==> config.mk <==
export PLATFORM = sky130hd
export DESIGN_NAME = iter_divider
export DESIGN_NICKNAME = d
export VERILOG_FILES = /design/src/rtl/iter_divider.sv
export SDC_FILE = /design/constraint.sdc
export NUM_CORES = 1
export LEC_CHECK = 0
export BUFFER_PORTS_ARGS = -buffer_cell sky130_fd_sc_hd__buf_2
export CAP_MARGIN = 20
export CORE_ASPECT_RATIO = 0.9
export CORE_MARGIN = 1
export CORE_UTILIZATION = 60
export CTS_CLUSTER_SIZE = 16
export DETAILED_ROUTE_END_ITERATION = 8
export GPL_TIMING_DRIVEN = 0
export PLACE_DENSITY = 0.81
export RECOVER_POWER = 100
export SLEW_MARGIN = 10
export SYNTH_ARGS = -nofsm -noshare
export SYNTH_HDL_FRONTEND = slang
export SYNTH_SLANG_ARGS = --single-unit
==> constraint.sdc <==
create_clock -name clk -period 6.3 [get_ports clk]
set_input_delay 1.575 -clock clk [delete_from_list [all_inputs] [get_ports clk]]
set_output_delay 1.575 -clock clk [all_outputs]
set_load 0.005 [all_outputs]
==> src/rtl/iter_divider.sv <==
// Multi-cycle restoring integer divider: one quotient bit per clock through a
// single subtractor, with signed fix-up and divide-by-zero handling at the end.

module iter_divider_sub #(
  parameter int W = 32
) (
  input  logic [W-1:0] a,
  input  logic [W-1:0] b,
  output logic [W-1:0] diff,
  output logic         borrow_out
);
  assign {borrow_out, diff} = {1'b0, a} - {1'b0, b};
endmodule

module iter_divider #(
  parameter int WIDTH = 32
) (
  input  logic             clk,
  input  logic             rst,
  input  logic             start,
  input  logic             is_signed,
  input  logic [WIDTH-1:0] dividend,
  input  logic [WIDTH-1:0] divisor,
  output logic             busy,
  output logic             done,
  output logic [WIDTH-1:0] quotient,
  output logic [WIDTH-1:0] remainder,
  output logic             div_by_zero
);
  localparam int CW = (WIDTH > 2) ? $clog2(WIDTH) : 1;

  typedef enum logic [1:0] {IDLE, RUN, DONE} state_e;

  state_e           state_q, state_d;
  logic [WIDTH-1:0] rem_q, rem_d;
  logic [WIDTH-1:0] dvd_q, dvd_d;
  logic [WIDTH-1:0] dsr_q, dsr_d;
  logic [WIDTH-1:0] orig_dvd_q, orig_dvd_d;
  logic [CW-1:0]    cnt_q, cnt_d;
  logic             neg_quo_q, neg_quo_d;
  logic             neg_rem_q, neg_rem_d;
  logic             dvz_q, dvz_d;
  logic [WIDTH-1:0] quotient_q, quotient_d;
  logic [WIDTH-1:0] remainder_q, remainder_d;
  logic             dbz_q, dbz_d;

  logic             accept;
  logic             last_iter;
  logic [WIDTH-1:0] rem_sh;
  logic [WIDTH-1:0] sub_diff;
  logic             sub_borrow;
  logic             q_bit;
  logic [WIDTH-1:0] rem_nxt;
  logic [WIDTH-1:0] dvd_nxt;

  function automatic logic [WIDTH-1:0] mag(input logic [WIDTH-1:0] v, input logic s);
    return (s && v[WIDTH-1]) ? (~v + 1'b1) : v;
  endfunction

  assign accept    = start && (state_q != RUN);
  assign last_iter = (cnt_q == CW'(WIDTH - 1));
  assign rem_sh    = {rem_q[WIDTH-2:0], dvd_q[WIDTH-1]};

  iter_divider_sub #(.W(WIDTH)) u_sub (
    .a          (rem_sh),
    .b          (dsr_q),
    .diff       (sub_diff),
    .borrow_out (sub_borrow)
  );

  // The bit shifted out of rem_q is an implicit guard: when set, the shifted
  // remainder exceeds any WIDTH-bit divisor, so the subtraction always succeeds.
  assign q_bit   = rem_q[WIDTH-1] | ~sub_borrow;
  assign rem_nxt = q_bit ? sub_diff : rem_sh;
  assign dvd_nxt = {dvd_q[WIDTH-2:0], q_bit};

  always_ff @(posedge clk) begin
    if (rst) begin
      state_q     <= IDLE;
      rem_q       <= '0;
      dvd_q       <= '0;
      dsr_q       <= '0;
      orig_dvd_q  <= '0;
      cnt_q       <= '0;
      neg_quo_q   <= 1'b0;
      neg_rem_q   <= 1'b0;
      dvz_q       <= 1'b0;
      quotient_q  <= '0;
      remainder_q <= '0;
      dbz_q       <= 1'b0;
    end else begin
      state_q     <= state_d;
      rem_q       <= rem_d;
      dvd_q       <= dvd_d;
      dsr_q       <= dsr_d;
      orig_dvd_q  <= orig_dvd_d;
      cnt_q       <= cnt_d;
      neg_quo_q   <= neg_quo_d;
      neg_rem_q   <= neg_rem_d;
      dvz_q       <= dvz_d;
      quotient_q  <= quotient_d;
      remainder_q <= remainder_d;
      dbz_q       <= dbz_d;
    end
  end

  always_comb begin
    state_d = state_q;
    unique case (state_q)
      IDLE:    if (start) state_d = RUN;
      RUN:     if (last_iter) state_d = DONE;
      DONE:    state_d = start ? RUN : IDLE;
      default: state_d = IDLE;
    endcase
  end

  always_comb begin
    busy = (state_q == RUN);
    done = (state_q == DONE);
  end

  always_comb begin
    rem_d       = rem_q;
    dvd_d       = dvd_q;
    dsr_d       = dsr_q;
    orig_dvd_d  = orig_dvd_q;
    cnt_d       = cnt_q;
    neg_quo_d   = neg_quo_q;
    neg_rem_d   = neg_rem_q;
    dvz_d       = dvz_q;
    quotient_d  = quotient_q;
    remainder_d = remainder_q;
    dbz_d       = dbz_q;

    if (accept) begin
      rem_d       = '0;
      dvd_d       = mag(dividend, is_signed);
      dsr_d       = mag(divisor, is_signed);
      orig_dvd_d  = dividend;
      cnt_d       = '0;
      neg_quo_d   = is_signed && (dividend[WIDTH-1] ^ divisor[WIDTH-1]);
      neg_rem_d   = is_signed && dividend[WIDTH-1];
      dvz_d       = (divisor == '0);
      quotient_d  = '0;
      remainder_d = '0;
      dbz_d       = 1'b0;
    end else if (state_q == RUN) begin
      rem_d = rem_nxt;
      dvd_d = dvd_nxt;
      cnt_d = cnt_q + CW'(1);
      if (last_iter) begin
        if (dvz_q) begin
          quotient_d  = '1;
          remainder_d = orig_dvd_q;
          dbz_d       = 1'b1;
        end else begin
          quotient_d  = neg_quo_q ? (~dvd_nxt + 1'b1) : dvd_nxt;
          remainder_d = neg_rem_q ? (~rem_nxt + 1'b1) : rem_nxt;
          dbz_d       = 1'b0;
        end
      end
    end
  end

  assign quotient    = quotient_q;
  assign remainder   = remainder_q;
  assign div_by_zero = dbz_q;

endmodule

==> out/summary.txt, run 1 <==
Run status - completed
Multi-input logic area - 8040 um^2
Crit path time final - 5970 ps
Post-synthesis async set-or-reset flop share - 0
Pwr/cell area - 295 nW/um^2
Sinks on Clock Net - 203
Layout cells sized above 1 - 0.0937
Leading cell types in the layout, fill and taps excluded - nor2_1, dfxtp_1, a21oi_1
DP Wirelength - 34600 um
Slew HR - 0.0647
Cell count after synthesis - 1692
Die area - 22000 um^2
Max Buffers Root-to-Sink - 3
Total CTS buffers - 23
XOR/XNOR Fraction of Synth Area - 0.0839
Final wirelength - 44800 um
Crit Path Class - reg2reg
Ports - 135
Fin area - 14600 um^2
Vias - 13800
Post-Syn Area per Cell - 7.59 um^2
Number of endpoints failing setup at the final stage - 0
Post-Synth Adder-Cell Area - 0.0386
Clock Latency Late Sink - 520 ps
Register area - 4060 um^2
Worst VDD drop - 219 uV
CP required - 6670 ps
Hold WC Path Type - reg2reg
CTS tree - built
Netlist cell types - 86
Crit path max fanout - 10
Hold path startpoint - orig_dvd_q[30]
Max Cap Violations - 0
Largest net degree at the start of global routing - 14
Simple-gate area share of the yosys netlist - 0.207
Root Driver - clkbuf_16
Worst Setup Slack, final - 332 ps
Initial antenna violation count - 0
# rows - 50
Multiplexer share of the synthesized area - 0.0194
Synth top area share - 0.316
First-pass DRT Iterations - 7
Number of synthesized register bits - 203
Top cells by area, synth - dfxtp_1, a21oi_1, nor2_1
Worst Skew - 13.1 ps
Initial drt markers - 1884
Clock transition at path regs - 60 ps
IO Port Bufs - 134
Top_reg_cell synth - dfxtp_1
Crit end category - register
Hold Violations, Final - 0
Total track usage - 0.402
Largest family of logic cells by synthesized area - compound AO/OA/AOI/OAI gates
First-pass GRT wire length - 68700 um
P_leak - 5.64 nW
Fmax achieved - 168 MHz
Final Util - 0.697
TNS Setup - 0 ps
Avg WL per Cell - 20.8 um
DRC viols - 0
Cell Area, Synth - 12800 um^2
CTS Hold Bufs - 0
Post-DP Area - 13900 um^2
Synthesis Warnings - 0
RSZ-0062 raised after global routing - false
Post-CTS setup buffer count - 0
Worst slew pin tran - 1370 ps
Net Count, Synth - 1799
Post-synth top area cell - dfxtp_1
Register area share after synthesis - 0.316
Tcrit/Tclk final - 0.947
Compound-cell area share of the yosys netlist - 0.282
CP Data Arrival Time - 6340 ps
Final antenna-violating net count - 0
Commonest non-fill, non-tap cell in the layout - nor2_1
Core area - 20900 um^2
Reg-to-Reg Start - dvd_q[31]
Initial Utilization - 0.615
Reg2reg setup slack - 330 ps
Slew Limit Fails - 0
Nets@finish - 1958
Fill cells - 1887
Vias in the first global route - 12500
Post-synth EDFFs - 0
Crit. Startpoint - dvd_q[31]
Pre-CTS WS - 387 ps
H-tree Lvls - 1
N_diodes - 0
Critical Path Source Type - register
P&R area growth vs syn - 13.4%
Drt via density - 6.42
Die H - 141 um
Routability cong. - 0.970
Congestion Overflow GR - 0
Die Wd - 156 um
-- layout make-up --
class / count / area share
Inverter: 57 / 0.0147
Sequential cell: 203 / 0.279
Tap cell: 286 / 0.0246
Timing Repair Buffer: 134 / 0.0426
Buffer: 112 / 0.0321
Clock inverter: 10 / 0.0110
Multi-Input combinational cell: 1320 / 0.552
Clock buffer: 31 / 0.0443
-- cell families after synthesis --
logic type	Yosys count
buf+inv	169
flops	203
fa+ha+maj	39
mux	24
simple gates	575
xor+xnor	123
compound gates	559
-- flip-flops by register name (all words and copies together) (netlist names) --
signal,cells
dsr_q,32
state_q,2
cnt_q,5
div_by_zero,1
orig_dvd_q,32
dvd_q,32
neg_rem_q,1
rem_q,32
quotient,32
remainder,32
dvz_q,1
neg_quo_q,1
-- stage by stage --
stage | hold slack [ps] | cells | total power [W]
CTS | 452 | 2153 | 0.00427
global placement | 442 | 2112 | 0.00282
floorplan | 431 | 1692 | 0.00244
global route | 465 | 2153 | 0.00446
detailed placement | 445 | 2112 | 0.00285
finish | 451 | 2153 | 0.00430
-- synthesized netlist by cell type, drive strengths merged (9+ instances only) --
cell type / n
o31ai: 27
and3: 21
clkbuf: 81
a211oi: 79
a311oi: 15
and2: 13
nand2b: 10
inv: 57
nor2: 208
ha: 38
or4: 9
nor4: 12
nand2: 170
nand3: 25
o41ai: 12
o211ai: 18
xor2: 66
xnor2: 57
a31oi: 12
dfxtp: 203
buf: 31
mux2i: 17
o21ai: 128
a21oi: 196
nand4: 22
nor3: 31
or3: 30
-- report_power, final --
| group | internal, W | switching, W | total, W | leakage, nW |
|---|---|---|---|---|
| Combinational | 0.000492 | 0.000939 | 0.00143 | 3.59 |
| Sequential | 0.00135 | 0.0000688 | 0.00142 | 1.66 |
| Clock | 0.000883 | 0.000570 | 0.00145 | 0.394 |
| Total | 0.00272 | 0.00158 | 0.00430 | 5.64 |
-- layer usage --
metal	up-vias	track usage	part of all wire
met5	-	0	0
met4	0	0.112	0.026
met3	87	0.112	0.13
met2	805	0.579	0.41
met1	6523	0.581	0.44
li1	6414	-	-
-- critical path, cell delays in order, from the launching register on --
cell and delay [ps]:
dfxtp_1 490, inv_1 80, ha_1 230, fa_1 420, nor2b_1 220, o31ai_1 160, a21boi_4 290, o21ai_4 160
o21ai_4 160, buf_4 220, buf_2 280, clkbuf_2 330, nand2_1 80, o21ai_0 170, ha_1 340, nand2_1 90
or4_1 560, o31ai_1 480, nand4b_1 330, o31ai_1 330, xor2_1 260, o22ai_1 110
-- repair_timing --
action | CTS | global route
resized for setup | 0 | 2
hold endpoints to repair | 0 | 0
endpoints found under the setup margin | 0 | 2
-- path summary, 6_finish.rpt --
path	to	cells past startpoint
max	remainder[30]	21
min reg2reg	orig_dvd_q[30]	2
max reg2reg	remainder[30]	21
min	orig_dvd_q[30]	2
Note: power is estimated with default switching activity, not from simulation.
==> run 2, diff against run 1 <==
--- a/config.mk
+++ b/config.mk
@@ -18,4 +18,5 @@
 export SLEW_MARGIN = 10
 export SYNTH_ARGS = -nofsm -noshare
 export SYNTH_HDL_FRONTEND = slang
+export SYNTH_HIERARCHICAL = 1
 export SYNTH_SLANG_ARGS = --single-unit
==> out/summary.txt, run 2 <==
Run status - completed
Initial drt markers - 1623
Multi-input logic area - 7930 um^2
Cell depth of the worst hold path - 2
Hold slack - 455 ps
Vias - 13300
Hold path startpoint - dsr_q[31]
Crit Path Class - reg2reg
Commonest cells in the netlist - dfxtp_1, a21oi_1, nand2_1, nor2_1, o21ai_0
Nets@finish - 1916
Crit-path leading delay family - compound AO/OA/AOI/OAI gates
Cell with the most instances after synthesis - dfxtp_1
H-tree Lvls - 1
Congestion Overflow GR - 0
Buf/Inv on CP - 4
Die area - 21700 um^2
Netlist cell types - 76
Layout cells sized above 1 - 0.0954
Post-synth top area cell - dfxtp_1
Synth top area share - 0.320
Post-synth EDFFs - 0
Largest net degree at the start of global routing - 20
Ports - 135
Worst-path cell chain - inv_1 -> ha_1 -> fa_1 -> nor2b_1 -> o2111a_1 -> o21ba_1 -> a211o_1 -> a21oi_1 -> nand2_1 -> a31oi_1 -> nand2b_1 -> buf_2 -> inv_1 -> clkbuf_1 -> ha_1 -> nand2_1 -> or3_1 -> or3_1 -> o31ai_1 -> xor2_1 -> a21oi_1
Fmax achieved - 166 MHz
First-pass GRT wire length - 66700 um
P_leak - 5.58 nW
CP Data Arrival Time - 6390 ps
Clock transition at path regs - 60 ps
Root Driver - clkbuf_16
Crit path max fanout - 10
DRC viols - 0
Worst Hold End - dsr_q[31]
Final antenna-violating net count - 0
Final wirelength - 43500 um
Worst Setup Slack, final - 286 ps
# rows - 50
Fill cells - 1842
Reg-to-Reg Start - dvd_q[31]
Synthesis Warnings - 6
Number of synthesized register bits - 203
Max Buffers Root-to-Sink - 3
Commonest non-fill, non-tap cell in the layout - dfxtp_1
RSZ-0062 raised after global routing - false
Slowest library cell on the worst path - clkbuf_1
Critical Path Source Type - register
Worst slew pin tran - 1120 ps
Die Wd - 155 um
Hold WC Path Type - reg2reg
Cell Area, Synth - 12700 um^2
Post-Syn Area per Cell - 7.67 um^2
Number of endpoints failing setup at the final stage - 0
CTS tree - built
Sinks on Clock Net - 203
Routability cong. - 1.03
IO Port Bufs - 133
Slew HR - 0.247
Pre-CTS WS - -345 ps
Core area - 20800 um^2
DP Wirelength - 33800 um
Max Cap Violations - 0
First-pass DRT Iterations - 6
R2r endpoint - quotient[28]
Pwr/cell area - 292 nW/um^2
Worst VDD drop - 189 uV
Post-synthesis async set-or-reset flop share - 0
Initial Utilization - 0.611
Vias in the first global route - 11900
Top_reg_cell synth - dfxtp_1
Reg2reg setup slack - 290 ps
Total CTS buffers - 22
Total Power - 0.00421 W
Register area share after synthesis - 0.320
Slew Limit Fails - 0
Avg WL per Cell - 20.6 um
Hold Violations, Final - 0
N_diodes - 0
CP required - 6670 ps
Initial antenna violation count - 2
Die H - 140 um
Total track usage - 0.395
Leading cell types in the layout, fill and taps excluded - dfxtp_1, a21oi_1, nand2_1
Final Util - 0.694
Worst Skew - 6.44 ps
Drt via density - 6.32
Register area - 4060 um^2
R2R depth - 21
Crit end category - register
Tcrit/Tclk final - 0.955
Crit path time final - 6010 ps
Cell count after synthesis - 1653
Clock Latency Late Sink - 510 ps
P&R area growth vs syn - 13.6%
Net Count, Synth - 1760
Max incr delay on CP - 610 ps
Top cells by area, synth - dfxtp_1, a21oi_1, nand2_1
run 2: cell types whose count changed after synthesis, sizes merged, moves of 8 or more:
cell    before  now
a21oi      196  179
nand4       22   12
o22ai        6   14
nor3        31   42
a21o         8   17
nor2b        5   13
a221oi       3   13
a211oi      79   60
mux2i       17   48
nor2       208  168
run 2: how the worst max path moves through the flow:
stage | from | endpoint | slack, ps | cells past startpoint
after floorplan | dvd_q[31] | remainder[18] | 1120 | 25
after global placement | dvd_q[31] | remainder[18] | -220 | 25
after detailed placement | dvd_q[31] | remainder[18] | -340 | 25
after CTS | dvd_q[31] | remainder[30] | 190 | 25
after global routing | dvd_q[31] | remainder[16] | 30 | 23
final | dvd_q[31] | quotient[28] | 290 | 21
run 2: cell families after synthesis:
| family | Yosys count | share of synthesized area |
|---|---|---|
| DFF | 203 | 0.320 |
| xor gates and xnor gates | 134 | 0.0925 |
| muxes | 54 | 0.0432 |
| and+or+nand+nor | 535 | 0.196 |
| AOI/OAI and AO/OA | 518 | 0.257 |
| buffers and inverters | 170 | 0.0519 |
| adders and majority gates | 39 | 0.0391 |
run 2: layout make-up:
cell class	count	share of cell area
flip-flops and latches	203	0.282
inverters	56	0.0146
repair buffers	134	0.0446
clock inverters	8	0.00911
clock buffers	31	0.0441
multi-input cells	1280	0.550
well taps	286	0.0248
plain buffers	112	0.0305
run 2: routing by layer:
| layer | routed length, um | vias to the layer above | track usage |
|---|---|---|---|
| met2 | 17800 | 752 | 0.569 |
| li1 | - | 6215 | - |
| met5 | 12 | - | 0 |
| met4 | 945 | 2 | 0.0903 |
| met3 | 5570 | 76 | 0.0913 |
| met1 | 19300 | 6298 | 0.592 |
run 2: stage by stage:
| stage | TNS, ps | instance area (um^2) | std cells |
|---|---|---|---|
| finish | 0 | 14400 | 2110 |
| global route | 0 | 14400 | 2110 |
| CTS | 0 | 14500 | 2111 |
| detailed placement | -1550 | 13700 | 2072 |
| global placement | -695 | 13700 | 2072 |
| floorplan | 0 | 12700 | 1653 |
run 2: power by group:
| group | internal, W | switching [W] |
|---|---|---|
| clock network | 0.000831 | 0.000554 |
| logic | 0.000493 | 0.000917 |
| registers | 0.00135 | 0.0000693 |
run 2: what timing repair did:
item                       CTS  global route
hold buffers                 0             0
pin swaps                    1             0
setup endpoints to repair    9            10
buffers inserted             1             0
hold endpoints to repair     0             0
gates resized for setup      1             6
run 2: worst min-delay path, delay by kind of cell (launching register included):
kind               cells  cell delay (ps)
DFF                    1              310
and+or+nand+nor        1               50
AOI/OAI and AO/OA      1               50
==> run 3, diff against run 2 <==
--- a/config.mk
+++ b/config.mk
@@ -13,7 +13,7 @@
 export CTS_CLUSTER_SIZE = 16
 export DETAILED_ROUTE_END_ITERATION = 8
 export GPL_TIMING_DRIVEN = 0
-export PLACE_DENSITY = 0.81
+export PLACE_DENSITY = 0.86
 export RECOVER_POWER = 100
 export SLEW_MARGIN = 10
 export SYNTH_ARGS = -nofsm -noshare
==> out/summary.txt, run 3 (synthesis gave the netlist of run 2 again) <==
Largest net degree at the start of global routing - 20
Worst Skew - 14.0 ps
Commonest non-fill, non-tap cell in the layout - dfxtp_1
Fmax achieved - 161 MHz
Layout cells sized above 1 - 0.0959
Crit path max fanout - 10
IO Port Bufs - 133
Core area - 20800 um^2
Worst VDD drop - 246 uV
Hold WC Path Type - reg2reg
Die Wd - 155 um
Total CTS buffers - 24
Max incr delay on CP - 670 ps
Slew Limit Fails - 0
Max Buffers Root-to-Sink - 3
Nets@finish - 1918
Fill cells - 1788
CTS tree - built
Placed cell count - 2072
Run status - completed
Crit Path Class - reg2reg
First-pass GRT wire length - 67600 um
Die area - 21700 um^2
Final Util - 0.695
First-pass DRT Iterations - 6
Fin cells - 2113
Max Cap Violations - 0
Critical Path Source Type - register
Leading cell types in the layout, fill and taps excluded - dfxtp_1, a21oi_1, nand2_1
Root Driver - clkbuf_16
RSZ-0062 raised after global routing - false
Crit end category - register
Final wirelength - 43900 um
Sinks on Clock Net - 203
Final antenna-violating net count - 0
Hold slack - 454 ps
DP Wirelength - 33200 um
P&R area growth vs syn - 13.9%
Slew HR - 0.184
Initial antenna violation count - 2
Worst-path cell chain - inv_1 -> ha_1 -> fa_1 -> nor2b_1 -> o2111a_1 -> o21ba_1 -> a211o_1 -> a21oi_1 -> nand2_1 -> a31oi_1 -> nand2b_1 -> buf_2 -> inv_1 -> clkbuf_1 -> ha_1 -> nand2_1 -> or3_1 -> or3_4 -> o41ai_1 -> xor2_1 -> a21oi_1
Pwr/cell area - 294 nW/um^2
Worst Setup Slack, final - 102 ps
Total track usage - 0.397
CP required - 6700 ps
Drt via density - 6.46
Pre-CTS WS - -384 ps
H-tree Lvls - 1
Tcrit/Tclk final - 0.984
Avg WL per Cell - 20.8 um
Crit path time final - 6200 ps
Ports - 135
Worst slew pin tran - 1220 ps
CP Data Arrival Time - 6600 ps
Number of endpoints failing setup at the final stage - 0
Congestion Overflow GR - 0
Hold Violations, Final - 0
Clock transition at path regs - 60 ps
Initial drt markers - 1881
Clock Latency Late Sink - 540 ps
Routability cong. - 1.01
Initial Utilization - 0.611
Slowest library cell on the worst path - clkbuf_1
TNS Setup - 0 ps
Vias - 13700
DRC viols - 0
# rows - 50
Vias in the first global route - 12200
P_leak - 5.59 nW
Die H - 140 um
==> run 3: repair_timing <==
action                     4_1_cts  5_1_grt
gates resized for setup          4        4
pin swaps                        0        2
setup endpoints to repair        9        9
hold buffers                     0        0
buffers inserted                 0        1
==> run 3: where the power goes <==
group / switching (W) / total [W] / leakage, nW / internal (W)
Combinational: 0.000932 / 0.00143 / 3.55 / 0.000494
Clock: 0.000581 / 0.00140 / 0.383 / 0.000822
Sequential: 0.0000713 / 0.00142 / 1.66 / 0.00135
Total: 0.00158 / 0.00425 / 5.59 / 0.00266
==> run 3: critical path, delay by kind of cell, from the launching register on <==
family | cells | cell delay [ps]
compound gates | 7 | 1880
xor+xnor | 1 | 200
fa+ha+maj | 3 | 780
buf+inv | 4 | 1370
flops | 1 | 370
simple gates | 6 | 1440
==> run 3: through the flow <==
step	power (W)	cell area [um^2]
global route	0.00440	14400
global placement	0.00277	13700
CTS	0.00418	14500
detailed placement	0.00280	13700
finish	0.00425	14400
floorplan	0.00240	12700
==> run 3: final timing paths <==
path	start	end	slack, ps	cells after the start
min	remainder[0]	remainder[0]	450	2
max	dvd_q[31]	quotient[26]	100	21
min reg2reg	remainder[0]	remainder[0]	450	2
max reg2reg	dvd_q[31]	quotient[26]	100	21
==> run 3: metal layers <==
layer  vias up  wire (um)  share of wire  track usage
met4         0       1120          0.026        0.109
met3       103       6640           0.15        0.125
met5         -          0              0            0
li1       6228          -              -            -
met2       913      17900           0.41        0.569
met1      6412      18300           0.42        0.570
==> run 3: layout make-up <==
class	count	area, um^2	area share
Clock buffer	31	657	0.0455
Sequential cell	203	4060	0.281
Clock inverter	9	125	0.00866
Buffer	112	439	0.0304
Inverter	56	210	0.0146
Timing Repair Buffer	134	641	0.0444
Antenna cell	2	5.00	0.000347
Tap cell	286	358	0.0248
Multi-Input combinational cell	1280	7940	0.550
